$ cat config.mk
export PLATFORM = sky130hd
export DESIGN_NAME = syndrome_check_seq
export DESIGN_NICKNAME = d
export VERILOG_FILES = /design/src/rtl/syndrome_check_seq.sv
export SDC_FILE = /design/constraint.sdc
export NUM_CORES = 1
export LEC_CHECK = 0
export ABC_AREA = 1
export BUFFER_PORTS_ARGS = -buffer_cell sky130_fd_sc_hd__buf_2
export CAP_MARGIN = 30
export CORE_MARGIN = 8
export CORE_UTILIZATION = 49
export DETAILED_ROUTE_END_ITERATION = 10
export HOLD_SLACK_MARGIN = 0.03
export PLACE_DENSITY = 0.93
export SLEW_MARGIN = 10
export SYNTH_ARGS = -nofsm -noshare
export SYNTH_HDL_FRONTEND = slang
export SYNTH_SLANG_ARGS = --single-unit
$ cat constraint.sdc
create_clock -name clk -period 2.57 [get_ports clk]
set_input_delay 0 -clock clk [delete_from_list [all_inputs] [get_ports clk]]
set_output_delay 0 -clock clk [all_outputs]
set_load 0.1 [all_outputs]
$ cat src/rtl/syndrome_check_seq.sv
// syndrome_check_seq: sequential LDPC syndrome checker, s = H*cw^T over GF(2).
// The codeword streams in as P-bit beats. The accumulated syndrome and a pass/fail
// flag leave through a valid/ready output. Accumulation stops for one result slot
// per codeword.
//
// Optional feature: define SYN_FAILCNT_EN to add fail_count. This is a saturating
// 16-bit count of output handshakes that carry check_fail=1.
//
// Ports:
//   clk, rst_n   clock (rising edge), asynchronous active-low reset
//   H_t          H transposed; column i = H_t[(i+1)*M-1 : i*M]; stable per codeword
//   in_valid     beat valid
//   in_ready     beat accepted on in_valid & in_ready
//   in_data      beat bits; in_data[j] = cw[beat*P + j]
//   out_valid    result valid
//   out_ready    result consumed on out_valid & out_ready
//   syndrome     accumulated syndrome (M bits)
//   check_fail   |syndrome
//   fail_count   (SYN_FAILCNT_EN only) saturating failed-codeword count
module syndrome_check_seq #(
  parameter int unsigned N = 6,
  parameter int unsigned K = 3,
  parameter int unsigned P = 2
) (
  input  logic               clk,
  input  logic               rst_n,
  input  logic [N*(N-K)-1:0] H_t,
  input  logic               in_valid,
  output logic               in_ready,
  input  logic [P-1:0]       in_data,
  output logic               out_valid,
  input  logic               out_ready,
  output logic [N-K-1:0]     syndrome,
`ifdef SYN_FAILCNT_EN
  output logic               check_fail,
  output logic [15:0]        fail_count
`else
  output logic               check_fail
`endif
);

  localparam int unsigned M  = N - K;
  localparam int unsigned B  = N / P;
  localparam int unsigned CW = (B > 1) ? $clog2(B) : 1;

  typedef enum logic {ST_ACC = 1'b0, ST_OUT = 1'b1} state_t;

  state_t          r_state;
  state_t          w_state_next;
  logic            w_accept;
  logic            w_handshake;
  logic            w_last_beat;
  logic [CW-1:0]   r_cnt;
  logic [M-1:0]    r_syn;
  logic            r_fail;
  logic            r_in_ready;
  logic            r_out_valid;
  logic [M-1:0]    w_beat_xor;
  logic [M-1:0]    w_syn_next;

  // Contribution of the current beat: XOR of the H columns selected by set bits.
  always_comb begin
    w_beat_xor = '0;
    for (int b = 0; b < int'(B); b++) begin
      if (r_cnt == CW'(b)) begin
        for (int j = 0; j < int'(P); j++) begin
          if (in_data[j]) begin
            w_beat_xor = w_beat_xor ^ H_t[(b*int'(P)+j)*int'(M) +: M];
          end
        end
      end
    end
  end

  assign w_syn_next  = r_syn ^ w_beat_xor;
  assign w_last_beat = (r_cnt == CW'(B - 1));

  // State register
  always_ff @(posedge clk or negedge rst_n) begin
    if (!rst_n) begin
      r_state <= ST_ACC;
    end else begin
      r_state <= w_state_next;
    end
  end

  // Next-state and handshake decode
  always_comb begin
    w_state_next = r_state;
    w_accept     = 1'b0;
    w_handshake  = 1'b0;
    case (r_state)
      ST_ACC: begin
        w_accept = in_valid;
        if (in_valid && w_last_beat) begin
          w_state_next = ST_OUT;
        end
      end
      ST_OUT: begin
        w_handshake = out_ready;
        if (out_ready) begin
          w_state_next = ST_ACC;
        end
      end
      default: w_state_next = ST_ACC;
    endcase
  end

  // Handshake flags are registered copies of the next state.
  always_ff @(posedge clk or negedge rst_n) begin
    if (!rst_n) begin
      r_in_ready  <= 1'b1;
      r_out_valid <= 1'b0;
    end else begin
      r_in_ready  <= (w_state_next == ST_ACC);
      r_out_valid <= (w_state_next == ST_OUT);
    end
  end

  // Syndrome accumulator and beat counter; cleared when the result is consumed.
  always_ff @(posedge clk or negedge rst_n) begin
    if (!rst_n) begin
      r_syn  <= '0;
      r_fail <= 1'b0;
      r_cnt  <= '0;
    end else if (w_accept) begin
      r_syn  <= w_syn_next;
      r_fail <= |w_syn_next;
      r_cnt  <= w_last_beat ? '0 : CW'(r_cnt + CW'(1));
    end else if (w_handshake) begin
      r_syn  <= '0;
      r_fail <= 1'b0;
    end
  end

`ifdef SYN_FAILCNT_EN
  logic [15:0] r_fail_cnt;

  // Saturating count of failed codewords at the output handshake.
  always_ff @(posedge clk or negedge rst_n) begin
    if (!rst_n) begin
      r_fail_cnt <= '0;
    end else if (w_handshake && r_fail && (r_fail_cnt != 16'hFFFF)) begin
      r_fail_cnt <= r_fail_cnt + 16'd1;
    end
  end

  assign fail_count = r_fail_cnt;
`endif

  assign in_ready   = r_in_ready;
  assign out_valid  = r_out_valid;
  assign syndrome   = r_syn;
  assign check_fail = r_fail;

endmodule
**After elaboration in Yosys (flattened, before gate mapping)**

Index checks and enable logic that the tools add are counted.

- Add/sub/neg operators: 1
- Equality and inequality tests: 2
- Muxes and demuxes: 22
- Bitwise logic cells: 8
- Reductions and logical operators: 4

Operator list:

| operator | number |
|---|---|
| 3-bit 2-to-1 mux | 14 |
| 3-bit XOR | 6 |
| 1-bit 2-to-1 mux | 6 |
| 3-bit OR reduction | 1 |
| 2-bit by 1-bit adder with 2-bit output (second input constant) | 1 |
| 2-bit by 1-bit == test with 1-bit output (second input constant) | 1 |
| 2-bit == test (second input constant) | 1 |
| 2-bit zero test | 1 |
| 2-bit 2-to-1 mux | 1 |
| 1-bit inverter | 2 |
| 1-bit one-hot mux with 2 select lines | 1 |
| 2-bit nonzero test | 1 |
| 1-bit logical AND | 1 |

- Flip-flop bits (word level): 8
- Bits of input ports: 24
- Output and inout bits: 6
- Word-level logic and storage cells: 42

**Logic depth before layout (Yosys ltp)**

Gate-level depths: netlist (run 1).

- Depth in word-level cells: 20
- Mapped depth: 12
- Gate-level depth less buffers: 11

**Worst setup path after synthesis (run 1)**

No wires, ideal clock.

- Kind: reg2reg
- Start: reg out_valid (netlist name)
- End: reg r_syn[0], in the netlist syndrome[0]
- Arrival time: 1.583 ns
- Required time: 2.487 ns
- Slack: 0.904 ns
- Cell stages (with the launch flop): 7
- Path through: dfrtp_1 -> inv_1 -> nand2_1 -> inv_1 -> a21oi_1 -> inv_1 -> o22ai_1

RTL lines:

| what | line | text |
|---|---|---|
| end signal, assigned | 127 | `r_syn <= w_syn_next;` |
| end, declared | 54 | `logic [M-1:0] r_syn;` |

**Worst setup path after layout (run 1)**

- Start: reg r_cnt[0]
- End: reg r_fail, in the netlist check_fail

- Cells in the longest elaborated chain, start to end: 17
- Elaborated cells between the ends (all ways): 19
- Classes of those cells: eq/ne (2); mux (10); bitwise (5); reduce/logical (2)

Ends and longest elaborated chain:

| what | line | text |
|---|---|---|
| start, declared | 53 | `logic [CW-1:0] r_cnt;` |
| start signal, assigned | 129 | `r_cnt <= w_last_beat ? '0 : CW'(r_cnt + CW'(1));` |
| 2-bit zero test | 65 | `if (r_cnt == CW'(b)) begin` |
| 3-bit 2-to-1 mux | 65 |  |
| 3-bit XOR | 68 | `w_beat_xor = w_beat_xor ^ H_t[(b*int'(P)+j)*int'(M) +: M];` |
| 3-bit 2-to-1 mux | 67 | `if (in_data[j]) begin` |
| 3-bit 2-to-1 mux | 65 |  |
| 3-bit XOR | 68 |  |
| 3-bit 2-to-1 mux | 67 |  |
| 3-bit 2-to-1 mux | 65 |  |
| 3-bit XOR | 68 |  |
| 3-bit 2-to-1 mux | 67 |  |
| 3-bit 2-to-1 mux | 65 |  |
| 3-bit XOR | 68 |  |
| 3-bit 2-to-1 mux | 67 |  |
| 3-bit 2-to-1 mux * | 65 |  |
| 3-bit XOR * | 75 | `assign w_syn_next = r_syn ^ w_beat_xor;` |
| 3-bit OR reduction * | 128 | `r_fail <= \|w_syn_next;` |
| 1-bit 2-to-1 mux * | 126 | `end else if (w_accept) begin` |
| end signal, assigned | 128 |  |
| end, declared | 55 | `logic r_fail;` |

Mark *: on every way between the ends. The rest lies on a longest branch, timed or not. The select of a mux whose other input is x is not followed.
A chain may end at the register's enable or synchronous reset.

==> metrics.txt, run 1 <==
status finished, final reports clean; Initial Util between 50% and 60%; Top Family by Delay on Critical Path simple AND/OR/NAND/NOR gates; arrival time at the worst endpoint 1470 ps; unrepaired setup endpoints after global routing no; DP HPWL 1450 µm; Leak Pwr around 0.58 nW; Clock Latency Late Sink between 200 and 300 ps; ant diodes 0; vias per cell around 4.8; pre-CTS WS roughly 1300 ps; layout cells sized above 1 24.8%; met1 GRT Util between 10% and 20%; min-delay worst type in2reg; Rows 13; Synth area leader nand2_1; PostCTS Resize Cnt 0; largest cells by area after synthesis nand2_1 30%, dfrtp_1 25%, inv_1 12%, nand3_1 11%, nand4_1 4.5%; Commonest cells post-synth 55 x nand2_1, 22 x inv_1, 15 x nand3_1; number of buffers added for setup after CTS 0; Reg2Reg Setup Slack 1250 ps; grt total ovfl 0; cells along the critical path nor2_1 -> nand3_1 -> nand2_1 -> nand3_1 -> nand3_1 -> nand2_1 -> inv_1 -> nand2_1; crit path capture type register; Post-Place Cells ~160; cell count after synthesis 120; clock period minus worst slack ~1300 ps; crit path max fanout 4; Yosys warnings 0; initial DRC count 7; core area between 1000 and 1500 µm²; fmax 757 MHz; fillcell total 142; CP max-delay cell dfrtp_1; most numerous cell in the Yosys netlist nand2_1; fin crit share about half; Cell Pwr Density approximately 1200 nW/µm²; Max-Cap Viols 0; Async SR Flop Fraction 100%; hold buffer count at CTS 2; EDFF count, synth 0; WHS 83.5 ps; vias in the first global route about 800; clk sink count 8; worst path buffer plus inverter count 1; final hold vios 0; Sequential cell area 201 µm²; die height 53.6 µm; per-cell routed wire length roughly 10 µm; Critical Path Source Type register; TritonCTS clock tree done; gr busiest metal met2; Primary FF master, synth dfrtp_1; Placer Congestion roughly 0.85; final instance area a little under 900 µm²; final wirelength ~1700 µm; Slew @ Worst Pin a little under 500 ps; Post-Syn Area 694 µm²; H-tree depth 1; top cell type's share of synthesized area between 20% and 30%; Synth cell types 16; TNS Setup 0 ps; GR Layer Usage met3 2.75%; clock-pin slew on the worst setup and hold paths about 60 ps; initial antenna violation count 0; Setup Crit Path Kind reg2reg; # setup viols final 0; area of the multi-input gates roughly 380 µm²; DRC 0; global-route track usage on met2 ~24%; CTS buffer count 3; clk_skew 14.3 ps; Post-DP Area between 800 and 900 µm²; largest net degree at the start of global routing 14; critical path's largest stage delay ~430 ps; Clock Path Buffers 2; nets@finish approximately 180; global-route wire length before repair approximately 2900 µm; Total GRT Usage about an eighth; total die area about 2900 µm²; area delta synth->final 27.0%; io pins 30; worst path required time roughly 2700 ps; #FFs+latches synth 8; slew margin rel. roughly two thirds; Die Width between 50 and 60 µm; VDD IR max 0.724 mV; mean area per synthesized cell just under 6 µm²; DRT Pass-1 Iters 4; root buffer cell clkbuf_4; Port Buffer Count 29; net count after synthesis about 140; ANT nets after route 0; setup slack after layout around 1200 ps; Finished Layout Cells 168; vias approximately 810; register area share after synthesis between 20% and 30%; Final Max Tran Viols 0
==> layout make-up <==
cell class,count,share of cell area [%]
well taps,15,2.13
flip-flops and latches,8,22.8
repair buffers,31,18.7
inverters,24,10.2
clock buffers,4,2.98
multi-input cells,86,43.1
==> logic make-up (layout without fill, tap and decap cells) <==
group	after synthesis	count (layout)	share of synthesized area, %
compound gates	7	7	5.76
simple gates	79	79	49.0
buf+inv	26	59	16.2
flops	8	8	29.0
==> routing by layer <==
metal  wire length, µm  vias to the layer above  part of all wire, %
met3               149                        2                  8.7
met5                 0                        -                    0
met2               840                       20                   49
li1                  -                      439                    -
met1               701                      346                   41
met4                16                        0                 0.94
==> final timing paths <==
| path | cells after the start | startpoint | endpoint |
|---|---|---|---|
| max | 8 | r_cnt[0]$_DFFE_PN0P_ | check_fail$_DFFE_PN0P_ |
| min | 3 | in_valid | syndrome[1]$_DFFE_PN0P_ |
| max reg2reg | 8 | r_cnt[0]$_DFFE_PN0P_ | check_fail$_DFFE_PN0P_ |
| min reg2reg | 1 | out_valid$_DFF_PN0_ | in_ready$_DFF_PN1_ |
| max in group asynchronous | 2 | rst_n | in_ready$_DFF_PN1_ |
| min in group asynchronous | 2 | rst_n | check_fail$_DFFE_PN0P_ |
==> tightest hold or removal path: cells and delay by family <==
family / cells / cell delay (ps)
AND/OR/NAND/NOR: 1 / 100
AO/OA/AOI/OAI: 1 / 90
buffers and inverters: 1 / 90
==> placed cells by master (no fill, tap or decap), drive strengths merged <==
master,instances
inv,24
a22oi,1
dfstp,1
dlygate4sd3,2
clkbuf,4
nand4,5
o22ai,2
nand2,56
nor2,3
nand3,15
o21ai,3
dfrtp,7
buf,29
a21oi,1
==> per-stage QoR <==
step | power [mW] | util, %
3_3_place_gp | 0.906 | 63.4
3_5_place_dp | 0.923 | 63.4
2_1_floorplan | 0.800 | -
5_1_grt | 1.10 | 67.0
6_report | 1.02 | 67.0
4_1_cts | 1.03 | 67.0
==> registers in the layout (all words and copies together), names as in the netlist <==
register and count:
syndrome 3, out_valid 1, in_ready 1, check_fail 1, r_cnt 2
==> power breakdown <==
| group | total [mW] | switching [mW] | internal (mW) |
|---|---|---|---|
| Clock | 0.101 | 0.0421 | 0.0593 |
| Sequential | 0.236 | 0.0477 | 0.188 |
| Combinational | 0.687 | 0.537 | 0.150 |
Note: power is estimated with default switching activity, not from simulation.
==> run 2: changes to the inputs <==
--- a/config.mk
+++ b/config.mk
@@ -5,14 +5,14 @@
 export SDC_FILE = /design/constraint.sdc
 export NUM_CORES = 1
 export LEC_CHECK = 0
-export ABC_AREA = 1
+export ABC_AREA = 0
 export BUFFER_PORTS_ARGS = -buffer_cell sky130_fd_sc_hd__buf_2
 export CAP_MARGIN = 30
 export CORE_MARGIN = 8
-export CORE_UTILIZATION = 49
+export CORE_UTILIZATION = 43
 export DETAILED_ROUTE_END_ITERATION = 10
 export HOLD_SLACK_MARGIN = 0.03
-export PLACE_DENSITY = 0.93
+export PLACE_DENSITY = 0.87
 export SLEW_MARGIN = 10
 export SYNTH_ARGS = -nofsm -noshare
 export SYNTH_HDL_FRONTEND = slang
==> constraint.sdc (replaced) <==
create_clock -name clk -period 1.22 [get_ports clk]
set_input_delay 0 -clock clk [delete_from_list [all_inputs] [get_ports clk]]
set_output_delay 0 -clock clk [all_outputs]
set_load 0.1 [all_outputs]
==> run 2 against run 1 <==
The flow now finishes with violations (setup timing). Clock power up 110%. Clock skew down 2.4 ps. Routed wire length is 4.8% lower. Critical path type unchanged. Critical endpoint unchanged.
==> metrics.txt, run 2 <==
worst path buffer plus inverter count 0 (was 1); vias 607 (was 807); Rows 13 (unchanged); failing checks setup timing; # setup viols final 4 (was 0); min-delay worst type in2async (was in2reg); Leak Pwr 0.448 nW (was 0.578 nW); Commonest cells post-synth 27 x nand2_1, 8 x nand2_2, 7 x dfrtp_1 (was 55 x nand2_1, 22 x inv_1, 15 x nand3_1); initial antenna violation count 0 (unchanged); layout cells sized above 1 57.8% (was 24.8%); Post-Synth XOR/XNOR Area 24.3% (was 0%); H-tree depth 1 (unchanged); Async SR Flop Fraction 100% (unchanged); Synth area leader dfrtp_1 (was nand2_1); Die Width 53.5 µm (was 53.6 µm); CP max-delay cell dfrtp_2 (was dfrtp_1); Synth cell types 16 (unchanged); Cell Pwr Density 2610 nW/µm² (was 1160 nW/µm²); most numerous cell in the Yosys netlist nand2_1 (unchanged); #FFs+latches synth 8 (unchanged); per-cell routed wire length 13.1 µm (was 10.2 µm); VDD IR max 2.12 mV (was 0.724 mV); CTS buffer count 3 (unchanged); setup slack after layout -132 ps (was 1250 ps); Adder-Cell Fraction of Synth Area 0% (unchanged); final instance area 921 µm² (was 882 µm²); fin crit share 111% (was 51.4%); TritonCTS clock tree done (unchanged); Top Family by Delay on Critical Path simple AND/OR/NAND/NOR gates (unchanged); global-route wire length before repair 2480 µm (was 2920 µm); die height 53.5 µm (was 53.6 µm); final hold vios 0 (unchanged); DRC 0 (unchanged); largest net degree at the start of global routing 10 (was 14); final wirelength 1630 µm (was 1710 µm); Clock Path Buffers 2 (unchanged); Total GRT Usage 11.4% (was 12.7%); largest family of logic cells by synthesized area simple AND/OR/NAND/NOR gates (unchanged); slew margin rel. 67.6% (was 67.4%); DRT Pass-1 Iters 4 (unchanged); unrepaired setup endpoints after global routing yes (was no); number of flip-flops under the largest register name 3 (unchanged); Yosys warnings 0 (unchanged); global-route track usage on met2 21.9% (was 24.2%); critical path's largest stage delay 440 ps (was 430 ps); commonest non-fill, non-tap cell in the layout buf_2 (was nand2_1); post-synthesis simple-gate area fraction 31.7% (was 49.0%); worst path required time 1360 ps (was 2720 ps); Critical Path Source Type register (unchanged); EDFF count, synth 0 (unchanged); arrival time at the worst endpoint 1490 ps (was 1470 ps); initial DRC count 10 (was 7); crit path capture type register (unchanged); number of buffers added for setup after CTS 0 (unchanged); fmax 739 MHz (was 757 MHz); gr busiest metal met2 (unchanged); root buffer cell clkbuf_4 (unchanged); Clock Latency Late Sink 260 ps (was 250 ps); total die area 2860 µm² (was 2880 µm²); area delta synth->final 52.7% (was 27.0%); pre-CTS WS -171 ps (was 1310 ps); Initial Util 46.3% (was 52.7%); net count after synthesis 96 (was 144); status complete, but fails checks (was finished, final reports clean); Post-Syn Area 603 µm² (was 694 µm²); grt total ovfl 0 (unchanged); cell count after synthesis 72 (was 120); Final Util 70.8% (was 67.0%); met1 GRT Util 11.3% (was 13.6%); DP HPWL 1230 µm (was 1450 µm); mux cell area share after synthesis 0% (unchanged); GR Layer Usage met3 4.20% (was 2.75%); Post-DP Area 807 µm² (was 836 µm²); Placer Congestion 0.841 (was 0.854); Setup Crit Path Kind reg2reg (unchanged); nets@finish 134 (was 178); core area 1300 µm² (was 1320 µm²); top cell type's share of synthesized area 29.0% (was 29.7%); ANT nets after route 0 (unchanged); Slew @ Worst Pin 490 ps (was 492 ps); Primary FF master, synth dfrtp_1 (unchanged); crit path max fanout 4 (unchanged); ant diodes 0 (unchanged); Port Buffer Count 29 (unchanged); vias in the first global route 593 (was 778); clk sink count 8 (unchanged); Final Max Tran Viols 0 (unchanged); commonest cells after routing, fill and taps aside 28 x buf_2, 25 x nand2_1, 10 x nand2_2, 6 x xor2_1 (was 55 x nand2_1, 29 x buf_2, 22 x inv_1, 15 x nand3_1, 7 x dfrtp_1); cells along the critical path nand2b_4 -> nor2_4 -> xnor3_1 -> nand2_2 -> nand4_1 (was nor2_1 -> nand3_1 -> nand2_1 -> nand3_1 -> nand3_1 -> nand2_1 -> inv_1 -> nand2_1); complex-gate fraction of the synthesized area 5.60% (was 5.77%); mean area per synthesized cell 8.38 µm² (was 5.79 µm²); register area share after synthesis 33.4% (was 29.0%); clk_skew 11.8 ps (was 14.3 ps); vias per cell 4.90 (was 4.80); clock-pin slew on the worst setup and hold paths 60 ps (about the same); Max-Cap Viols 0 (unchanged); largest cells by area after synthesis dfrtp_1 29%, nand2_1 17%, xnor3_1 11%, xor2_1 8.7%, nand2_2 8.3% (was nand2_1 30%, dfrtp_1 25%, inv_1 12%, nand3_1 11%, nand4_1 4.5%); io pins 30 (unchanged); clock period minus worst slack 1350 ps (was 1320 ps)
-- run 2: cell type report --
| cell class | count | area [µm²] |
|---|---|---|
| clock buffer | 4 | 26.3 |
| fill | 96 | 380 |
| inverter | 2 | 7.51 |
| multi-input combinational | 60 | 439 |
| sequential | 8 | 219 |
| tap | 15 | 18.8 |
| timing repair buffer | 35 | 210 |
-- run 2: final timing paths --
check,startpoint,endpoint,slack (ps),cells past startpoint
worst max register to register,r_cnt[0]$_DFFE_PN0P_,check_fail$_DFFE_PN0P_,-130,5
worst min register to register,check_fail$_DFFE_PN0P_,check_fail$_DFFE_PN0P_,510,2
min in group clk,in_valid,r_cnt[1]$_DFFE_PN0P_,100,4
worst max-delay path,r_cnt[0]$_DFFE_PN0P_,check_fail$_DFFE_PN0P_,-130,5
worst min-delay path,rst_n,check_fail$_DFFE_PN0P_,100,2
max in group asynchronous,rst_n,in_ready$_DFF_PN1_,870,2
-- run 2: kinds of logic after synthesis --
kind of cell,Yosys count
AO/OA/AOI/OAI,5
XOR/XNOR,12
buffers and inverters,4
flip-flops,8
AND/OR/NAND/NOR,43
-- run 2: per-layer routing --
metal,part of all wire (%),wire (µm)
met4,0.55,9
met2,57,933
met5,0,0
met1,38,625
met3,3.5,57
-- run 2: through the flow --
| step | std cells | hold slack [ps] | setup TNS [ps] | power (mW) |
|---|---|---|---|---|
| 2_1_floorplan | 72 | -296 | -291 | 1.64 |
| 3_3_place_gp | 118 | -152 | -269 | 1.97 |
| 3_5_place_dp | 118 | -154 | -488 | 1.99 |
| 4_1_cts | 124 | 77.3 | -215 | 2.27 |
| 5_1_grt | 124 | 112 | -597 | 2.53 |
| 6_report | 124 | 95.8 | -339 | 2.40 |
-- run 2: where the power goes --
group          total, mW  switching [mW]  internal (mW)  leakage, nW
Sequential         0.573           0.134          0.439       0.0895
Combinational       1.61            1.06          0.556        0.343
Clock              0.217          0.0923          0.125       0.0150
Total               2.40            1.28           1.12        0.448
-- run 2: worst register-to-register path: cells and delay by family (launching register included) --
| kind | cells | cell delay [ps] |
|---|---|---|
| AND/OR/NAND/NOR | 4 | 480 |
| XOR/XNOR | 1 | 330 |
| flip-flops | 1 | 440 |
-- run 2: repair_timing --
action	CTS	global route
resized for setup	7	11
hold buffers	2	0
endpoints found under the hold margin	10	0
setup endpoints to repair	4	4
pin swaps	2	2
==> run 3: changes to the inputs <==
--- a/config.mk
+++ b/config.mk
@@ -8,12 +8,13 @@
 export ABC_AREA = 0
 export BUFFER_PORTS_ARGS = -buffer_cell sky130_fd_sc_hd__buf_2
 export CAP_MARGIN = 30
+export CORE_ASPECT_RATIO = 1.1
 export CORE_MARGIN = 8
-export CORE_UTILIZATION = 43
+export CORE_UTILIZATION = 39
 export DETAILED_ROUTE_END_ITERATION = 10
 export HOLD_SLACK_MARGIN = 0.03
-export PLACE_DENSITY = 0.87
-export SLEW_MARGIN = 10
+export PLACE_DENSITY = 0.84
+export SLEW_MARGIN = 5
 export SYNTH_ARGS = -nofsm -noshare
 export SYNTH_HDL_FRONTEND = slang
 export SYNTH_SLANG_ARGS = --single-unit
==> constraint.sdc (replaced) <==
create_clock -name clk -period 1.15 [get_ports clk]
set_input_delay 0.23 -clock clk [delete_from_list [all_inputs] [get_ports clk]]
set_output_delay 0.23 -clock clk [all_outputs]
set_load 0.1 [all_outputs]
==> run 3 against run 2 <==
The run still ends with setup timing left. Combinational power rose by 27%. Final area rose by 10%. First-iteration DRC count fell by 60%. Critical path depth did not move. Clock skew fell by 7.8 ps. Die area rose by 7.2%. Sequential cell count did not move. Sequential power rose by 5.4%. Via count fell by 1.6%. Total power rose by 20%. Setup slack got worse by 32 ps. Routed wire length fell by 8.4%. Critical endpoint unchanged.
==> metrics.txt, run 3 (synthesis results as in run 2) <==
Critical Path Source Type register (unchanged); core area 1500 µm² (was 1300 µm²); Finished Layout Cells 128 (was 124); clock period minus worst slack 1310 ps (was 1350 ps); min-delay worst type in2reg (was in2async); crit path max fanout 4 (unchanged); Placer Congestion 0.798 (was 0.841); slew margin rel. 79.7% (was 67.6%); VDD IR max 1.25 mV (was 2.12 mV); total die area 3060 µm² (was 2860 µm²); nets@finish 136 (was 134); fin crit share 114% (was 111%); Port Buffer Count 29 (unchanged); grt total ovfl 0 (unchanged); final hold vios 0 (unchanged); worst path required time 1290 ps (was 1360 ps); vias 597 (was 607); crit path capture type register (unchanged); Clock Path Buffers 2 (unchanged); pre-CTS WS -321 ps (was -171 ps); final wirelength 1490 µm (was 1630 µm); Total GRT Usage 11.3% (was 11.4%); die height 57.2 µm (was 53.5 µm); initial DRC count 4 (was 10); Sequential cell area 218 µm² (was 219 µm²); H-tree depth 1 (unchanged); fillcell total 116 (was 96); global-route wire length before repair 2540 µm (was 2480 µm); Slew @ Worst Pin 303 ps (was 490 ps); clock-pin slew on the worst setup and hold paths 60 ps (about the same); Final Max Tran Viols 0 (unchanged); root buffer cell clkbuf_4 (unchanged); CP max-delay cell dfrtp_1 (was dfrtp_2); Cell Pwr Density 2830 nW/µm² (was 2610 nW/µm²); Post-Place Cells 121 (was 118); critical path's largest stage delay 410 ps (was 440 ps); Setup Crit Path Kind reg2reg (unchanged); failing checks setup timing (unchanged); largest net degree at the start of global routing 10 (unchanged); layout cells sized above 1 56.8% (was 57.8%); unrepaired setup endpoints after global routing yes (unchanged); fmax 761 MHz (was 739 MHz); Final Power 2.88 mW (was 2.40 mW); Top Family by Delay on Critical Path simple AND/OR/NAND/NOR gates (unchanged); Leak Pwr 0.485 nW (was 0.448 nW); cells along the critical path nand2b_4 -> nor2_4 -> xnor3_1 -> nand2_1 -> nand4_1 (was nand2b_4 -> nor2_4 -> xnor3_1 -> nand2_2 -> nand4_1); Clock Latency Late Sink 260 ps (about the same); worst path buffer plus inverter count 0 (unchanged); io pins 30 (unchanged); setup slack after layout -164 ps (was -132 ps); Rows 15 (was 13); clk_skew 4.01 ps (was 11.8 ps); commonest cells after routing, fill and taps aside 27 x nand2_1, 23 x buf_2, 8 x nand2_2, 6 x xor2_1, 6 x buf_12 (was 28 x buf_2, 25 x nand2_1, 10 x nand2_2, 6 x xor2_1); # setup viols final 9 (was 4); Max-Cap Viols 0 (unchanged); DP HPWL 1260 µm (was 1230 µm); DRC 0 (unchanged); initial antenna violation count 0 (unchanged); DRT Pass-1 Iters 3 (was 4); status complete, but fails checks (unchanged); per-cell routed wire length 11.6 µm (was 13.1 µm); Initial Util 40.2% (was 46.3%); CTS buffer count 3 (unchanged); vias in the first global route 664 (was 593); TNS Setup -847 ps (was -339 ps); Die Width 53.5 µm (about the same); ant diodes 0 (unchanged); arrival time at the worst endpoint 1450 ps (was 1490 ps); area delta synth->final 68.5% (was 52.7%); area of the multi-input gates 434 µm² (was 439 µm²); number of flip-flops under the largest register name 3 (unchanged); ANT nets after route 0 (unchanged); commonest non-fill, non-tap cell in the layout nand2_1 (was buf_2); TritonCTS clock tree done (unchanged); clk sink count 8 (unchanged); vias per cell 4.66 (was 4.90)
## run 3: final timing paths
kind	startpoint	endpoint	slack, ps	depth (start not counted)
worst min-delay path	out_ready	out_valid$_DFF_PN0_	210	2
worst max register to register	r_cnt[0]$_DFFE_PN0P_	check_fail$_DFFE_PN0P_	-160	5
max in group asynchronous	rst_n	in_ready$_DFF_PN1_	570	2
min in group asynchronous	rst_n	syndrome[2]$_DFFE_PN0P_	350	2
worst max-delay path	r_cnt[0]$_DFFE_PN0P_	check_fail$_DFFE_PN0P_	-160	5
worst min register to register	r_cnt[0]$_DFFE_PN0P_	r_cnt[0]$_DFFE_PN0P_	570	2
## run 3: timing repair
item / 4_1_cts / 5_1_grt
setup endpoints to repair: 9 / 9
setup buffers: 2 / 0
resized for setup: 14 / 5
gates cloned: 0 / 0
hold endpoints to repair: 8 / 0
hold buffers: 1 / 0
pin swaps: 7 / 0
## run 3: area by class of cell
class / count / area share, %
clock buffers: 4 / 2.59
inverters: 2 / 0.739
multi-input cells: 60 / 42.7
flip-flops and latches: 8 / 21.4
well taps: 17 / 2.09
repair buffers: 37 / 30.4
## run 3: stage by stage
step / hold WS (ps) / instance area (µm²) / util (%)
3_3_place_gp: 70.8 / 892 / 59.4
5_1_grt: 217 / 1020 / 67.7
3_5_place_dp: 79.9 / 892 / 59.4
2_1_floorplan: -65.6 / 621 / -
6_report: 213 / 1020 / 67.7
4_1_cts: 206 / 992 / 66.1
## run 3: layer usage
metal / global-route usage [%] / vias up / wire length (µm)
met2: 18.8 / 25 / 761
met5: 0 / - / 0
met3: 2.86 / 5 / 85
met4: 9.75 / 0 / 57
li1: - / 306 / -
met1: 10.9 / 261 / 585
## run 3: power breakdown
part           switching [mW]  internal, mW  total (mW)
combinational            1.14         0.906        2.05
clock                  0.0977         0.133       0.231
sequential              0.142         0.462       0.604
total                    1.38          1.50        2.88
